$ cat src/rtl/dmem_arb_pkg.sv
// Shared types and default sizes for the data-memory arbiter slice.
package dmem_arb_pkg;

  localparam int DEF_ADDR_W = 32;
  localparam int DEF_DATA_W = 32;
  localparam int DEF_DEPTH  = 32;

  // Bit positions of each requester in the arbiter's req/gnt vectors
  localparam int REQ_CPU = 0;
  localparam int REQ_DMA = 1;

  typedef enum logic [1:0] {
    OWN_NONE = 2'd0,
    OWN_CPU  = 2'd1,
    OWN_DMA  = 2'd2
  } owner_t;

  typedef enum logic {
    ST_CLEAR = 1'b0,
    ST_RUN   = 1'b1
  } state_t;

endpackage

$ cat src/rtl/rr_arbiter2.sv
// Two-requester round-robin arbiter; a tie goes to whoever did not win last.
module rr_arbiter2 (
  input  logic       clk,
  input  logic       rst,
  input  logic       i_en,
  input  logic [1:0] i_req,
  output logic [1:0] o_gnt
);

  // Reset points at requester 1 so requester 0 wins the first tie
  logic r_last_one;

  always_comb begin
    o_gnt = 2'b00;
    if (i_en) begin
      case (i_req)
        2'b01:   o_gnt = 2'b01;
        2'b10:   o_gnt = 2'b10;
        2'b11:   o_gnt = r_last_one ? 2'b01 : 2'b10;
        default: o_gnt = 2'b00;
      endcase
    end
  end

  always_ff @(posedge clk or negedge rst) begin
    if (!rst) begin
      r_last_one <= 1'b1;
    end else if (|o_gnt) begin
      r_last_one <= o_gnt[1];
    end
  end

endmodule

$ cat src/rtl/dmem_arbiter.sv
// Shares the single data_memory port between CPU and DMA requesters.
// Define DMEM_ARB_CLEAR_EN to zero the memory word-by-word after reset.
module dmem_arbiter
  import dmem_arb_pkg::*;
#(
  parameter int ADDR_W = DEF_ADDR_W,
  parameter int DATA_W = DEF_DATA_W,
  parameter int DEPTH  = DEF_DEPTH
) (
  input  logic              clk,
  input  logic              rst,
  output logic              init_done,
  input  logic              cpu_req,
  input  logic              cpu_we,
  input  logic [ADDR_W-1:0] cpu_addr,
  input  logic [DATA_W-1:0] cpu_wdata,
  output logic              cpu_gnt,
  output logic              cpu_rvalid,
  output logic [DATA_W-1:0] cpu_rdata,
  input  logic              dma_req,
  input  logic              dma_we,
  input  logic [ADDR_W-1:0] dma_addr,
  input  logic [DATA_W-1:0] dma_wdata,
  output logic              dma_gnt,
  output logic              dma_rvalid,
  output logic [DATA_W-1:0] dma_rdata,
  output logic [ADDR_W-1:0] mem_address,
  output logic              mem_write_enable,
  output logic [DATA_W-1:0] mem_data_in,
  input  logic [DATA_W-1:0] mem_data_out
);

  localparam int CNT_W = (DEPTH > 1) ? $clog2(DEPTH) : 1;
`ifdef DMEM_ARB_CLEAR_EN
  localparam state_t ST_RESET = ST_CLEAR;
`else
  localparam state_t ST_RESET = ST_RUN;
`endif

  state_t            r_state;
  state_t            w_state_next;
  owner_t            r_owner;
  owner_t            w_owner_next;
  logic              r_oor;
  logic              w_oor_next;
  logic [1:0]        w_gnt;
  logic              w_run;
  logic              w_clearing;
  logic              w_clr_last;
  logic [ADDR_W-1:0] w_clr_addr;
  logic              w_sel_we;
  logic              w_sel_in_range;
  logic [ADDR_W-1:0] w_sel_addr;
  logic [DATA_W-1:0] w_sel_wdata;

  // Reset is folded in so nothing reaches memory or requesters while held
  assign w_run      = (r_state == ST_RUN) && rst;
  assign w_clearing = (r_state == ST_CLEAR) && rst;

`ifdef DMEM_ARB_CLEAR_EN
  logic [CNT_W-1:0] r_clr_cnt;

  always_ff @(posedge clk or negedge rst) begin
    if (!rst) begin
      r_clr_cnt <= '0;
    end else if (w_clearing) begin
      r_clr_cnt <= r_clr_cnt + CNT_W'(1);
    end
  end

  assign w_clr_addr = ADDR_W'(r_clr_cnt);
  assign w_clr_last = (r_clr_cnt == CNT_W'(DEPTH - 1));
`else
  assign w_clr_addr = '0;
  assign w_clr_last = 1'b1;
`endif

  always_ff @(posedge clk or negedge rst) begin
    if (!rst) begin
      r_state <= ST_RESET;
      r_owner <= OWN_NONE;
      r_oor   <= 1'b0;
    end else begin
      r_state <= w_state_next;
      r_owner <= w_owner_next;
      r_oor   <= w_oor_next;
    end
  end

  always_comb begin
    w_state_next = r_state;
    case (r_state)
      ST_CLEAR: if (w_clr_last) w_state_next = ST_RUN;
      ST_RUN:   w_state_next = ST_RUN;
      default:  w_state_next = ST_RUN;
    endcase
  end

  rr_arbiter2 u_arb (
    .clk   (clk),
    .rst   (rst),
    .i_en  (w_run),
    .i_req ({dma_req, cpu_req}),
    .o_gnt (w_gnt)
  );

  // Out-of-range accesses are granted but never reach the memory pins
  always_comb begin
    w_sel_we         = 1'b0;
    w_sel_addr       = '0;
    w_sel_wdata      = '0;
    mem_address      = '0;
    mem_write_enable = 1'b0;
    mem_data_in      = '0;
    w_owner_next     = OWN_NONE;
    w_oor_next       = 1'b0;
    if (w_gnt[REQ_CPU]) begin
      w_sel_we    = cpu_we;
      w_sel_addr  = cpu_addr;
      w_sel_wdata = cpu_wdata;
    end else if (w_gnt[REQ_DMA]) begin
      w_sel_we    = dma_we;
      w_sel_addr  = dma_addr;
      w_sel_wdata = dma_wdata;
    end
    w_sel_in_range = (w_sel_addr < ADDR_W'(DEPTH));
    if (w_clearing) begin
      mem_address      = w_clr_addr;
      mem_write_enable = 1'b1;
    end else if (|w_gnt) begin
      if (w_sel_in_range) begin
        mem_address      = w_sel_addr;
        mem_write_enable = w_sel_we;
        mem_data_in      = w_sel_wdata;
      end
      if (!w_sel_we) begin
        w_owner_next = w_gnt[REQ_CPU] ? OWN_CPU : OWN_DMA;
        w_oor_next   = !w_sel_in_range;
      end
    end
  end

  assign init_done  = (r_state == ST_RUN);
  assign cpu_gnt    = w_gnt[REQ_CPU];
  assign dma_gnt    = w_gnt[REQ_DMA];
  assign cpu_rvalid = (r_owner == OWN_CPU);
  assign dma_rvalid = (r_owner == OWN_DMA);
  assign cpu_rdata  = (cpu_rvalid && !r_oor) ? mem_data_out : '0;
  assign dma_rdata  = (dma_rvalid && !r_oor) ? mem_data_out : '0;

endmodule

$ cat config.mk
export PLATFORM = sky130hd
export DESIGN_NAME = dmem_arbiter
export DESIGN_NICKNAME = d
export VERILOG_FILES = /design/src/rtl/dmem_arb_pkg.sv /design/src/rtl/rr_arbiter2.sv /design/src/rtl/dmem_arbiter.sv
export SDC_FILE = /design/constraint.sdc
export NUM_CORES = 1
export LEC_CHECK = 0
export ABC_AREA = 1
export CORE_AREA = 2 2 118 120
export CTS_BUF_LIST = sky130_fd_sc_hd__clkbuf_8
export CTS_CLUSTER_SIZE = 40
export DETAILED_ROUTE_END_ITERATION = 7
export DIE_AREA = 0 0 120 122
export HOLD_SLACK_MARGIN = 0.15
export PLACE_DENSITY = 0.56
export SETUP_SLACK_MARGIN = 0.05
export SLEW_MARGIN = 20
export SYNTH_ARGS = -nofsm -noshare
export SYNTH_HDL_FRONTEND = slang
export SYNTH_SLANG_ARGS = --single-unit
$ cat constraint.sdc
create_clock -name clk -period 3.25 [get_ports clk]
set_input_delay 0.8125 -clock clk [delete_from_list [all_inputs] [get_ports clk]]
set_output_delay 0.8125 -clock clk [all_outputs]
set_load 0.03 [all_outputs]
==> flow_summary_export.csv <==
group,metric,value,unit
place,gp_congestion,0.825,
grt,grt_pass1_vias,3473,
grt,grt_overflow,0,
timing,hold_violations,0,
floorplan,fp.dieW,120,microns
logic_synthesis,seq_area_frac_synth,0.0467,
place,hpwlAfterDp,9.10,mm
clock_network,clock_latency,220,ps
grt,grt_antenna_before_repair,0,
pwr,power,0.732,mW
logic_synthesis,yosysWarnings,0,
routing,drt_iter0_markers,81,
timing,period_share,0.983,
routing,ant_nets,0,
floorplan,rows,43,
cells_and_area,finalNonFillerCells,891,
timing,rsz0062_at_grt,"true",
status,status,"completed",
logic_synthesis,yosys.area.top_type,"inv_1",
worst_setup_path,endpoint_kind,"output pin",
logic_synthesis,synth-edff-count,0,
place,place_inst,879,
clock_network,numCtsBuffers,3,
pwr,p_leak,2.55,nW
worst_setup_path,required,2440,ps
worst_setup_path,r2r-end,"r_oor",
grt,track_usage,0.142,
floorplan,die_y,122,microns
cells_and_area,drive_gt1_frac,0.195,
worst_setup_path,r2r_cells,13,
routing,firstDrtPassIters,4,
clock_network,clk_path_buf_depth,2,
cells_and_area,num-fill-cells,1408,
logic_synthesis,syn_inst,431,
routing,drc,0,
floorplan,dieArea,14600,sq um
clock_network,cts_tree,"done",
routing,routed-via-count,3503,
timing,finalSetupViolCount,0,
pwr,ir_drop,0.0642,mV
worst_setup_path,r2r-start,"u_arb.r_last_one",
worst_setup_path,arrival,2380,ps
routing,wl_per_cell,12.6,microns
timing,tns,0,ps
worst_setup_path,cp_max_fo,7,
logic_synthesis,synth-seq-cells,4,
logic_synthesis,syn-mean-instance-area,5.03,sq um
logic_synthesis,ys_types,21,
logic_synthesis,netlist_top_cells_area,"inv_1 17%, nor2_1 16%, a22o_1 15%, nand2_1 12%, buf_4 10%",
grt,grt_pass1_wl,16.9,mm
routing,wirelength,11.3,mm
timing,fin_worst_skew,0.628,ps
job,maxCapViolCount,0,
cells_and_area,finalNetCount,878,
place,port_buffers,271,
cells_and_area,multiInputGateArea,1740,sq um
logic_synthesis,synth_most_common_cell,"inv_1",
logic_synthesis,synth_commonest_cells,"101 x inv_1, 92 x nor2_1, 68 x nand2_1",
logic_synthesis,synth_ff_type,"dfrtp_1",
floorplan,core_area,13500,sq um
min_path,hold_class,"in -> async",
logic_synthesis,yosysTopAreaCellShare,0.175,
timing,period_needed,3190,ps
timing,maxClockFrequency,313,MHz
logic_synthesis,synth_area,2170,sq um
cells_and_area,synthToLayoutAreaGrowth,159,%
cells_and_area,diodes,0,
clock_network,cts_htree_levels,1,
cells_and_area,seq_area,101,sq um
timing,maxSlewViolCount,0,
floorplan,start_util,0.161,
worst_setup_path,start_kind,"input pin",
routing,viasPerCell,3.93,
logic_synthesis,async_reset_ff_frac,1.00,
floorplan,io_pins,300,
clock_network,numClockSinks,4,
worst_setup_path,worst-r2r-setup-slack,1330,ps
clock_network,path_clk_slew,30,ps
grt,grt_max_degree,37,
worst_setup_path,worstSetupPathType,"in -> out",
clock_network,root_buffer,"clkbuf_8",
pwr,power.density,130,nW/um^2
==> metal layers <==
metal	routed length [microns]	global-route usage	vias up
met1	4120	0.158	1538
met4	114	0.0309	0
met5	0	0	-
met2	6050	0.274	168
met3	990	0.0318	9
li1	-	-	1788
==> power by group <==
group,total [mW],internal (mW),switching [mW]
sequential,0.0584,0.0557,0.00266
clock,0.111,0.0809,0.0300
combinational,0.563,0.295,0.267
==> worst max path at each step <==
stage	endpoint	startpoint
final	mem_address[0]	dma_req
after global routing	mem_address[0]	dma_req
after CTS	mem_data_in[16]	dma_req
after detailed placement	mem_data_in[12]	dma_req
after global placement	mem_data_in[13]	dma_req
after floorplan	mem_address[0]	rst
==> area by class of cell <==
class,count,share of cell area
Clock buffer,3,0.00734
Clock inverter,1,0.000667
Inverter,103,0.0687
Multi-Input combinational cell,296,0.309
Sequential cell,4,0.0180
Tap cell,180,0.0400
Timing Repair Buffer,304,0.556
==> worst max-delay path, cell delays in order <==
cell	delay, ps
buf_8	100
buf_6	110
a21oi_4	160
buf_6	150
nand2_2	50
nand3_2	50
nand2_1	50
nor2_1	120
nand2_2	80
nor2_4	170
nand2_8	110
buf_12	170
nor2_4	120
buf_6	130
==> metrics by stage <==
step                      cell area [sq um]  worst slack (ps)  utilization  hold slack (ps)
after detailed placement               5000              -487        0.371              605
final                                  5630              55.5        0.417              479
after CTS                              5570             -71.9        0.412              478
after global routing                   5630             -84.5        0.417              473
after floorplan                        2270               227            -              517
after global placement                 5000              -394        0.371              595
==> timing repair <==
item	4_1_cts	5_1_grt
cloned	3	1
endpoints found under the setup margin	40	38
pin swaps	13	16
hold buffers	0	0
resized for setup	110	29
buffers inserted	7	2
==> cells by family after synthesis <==
group | Yosys count | synth area share
AND/OR/NAND/NOR | 225 | 0.444
buffers and inverters | 157 | 0.340
AO/OA/AOI/OAI | 43 | 0.166
flip-flops | 4 | 0.0467
other | 2 | 0.00346
==> registers in the layout, indices dropped and copies added (netlist names) <==
name and flops:
r_oor 1, r_owner 2, u_arb.r_last_one 1
==> cell usage in the layout (no fill, tap or decap), types with 2 or more instances in the layout <==
| master | count |
|---|---|
| clkdlybuf4s50_1 | 228 |
| nand2_4 | 2 |
| inv_1 | 102 |
| buf_12 | 7 |
| nand2_2 | 8 |
| nor2_4 | 40 |
| nand3_1 | 35 |
| conb_1 | 28 |
| clkbuf_8 | 3 |
| dfrtp_1 | 3 |
| nor2_1 | 72 |
| a22o_1 | 37 |
| inv_2 | 2 |
| nor2_2 | 3 |
| buf_4 | 23 |
| o21ai_0 | 3 |
| buf_6 | 44 |
| nand3_2 | 2 |
| nand2_1 | 60 |
Note: power is estimated with default switching activity, not from simulation.
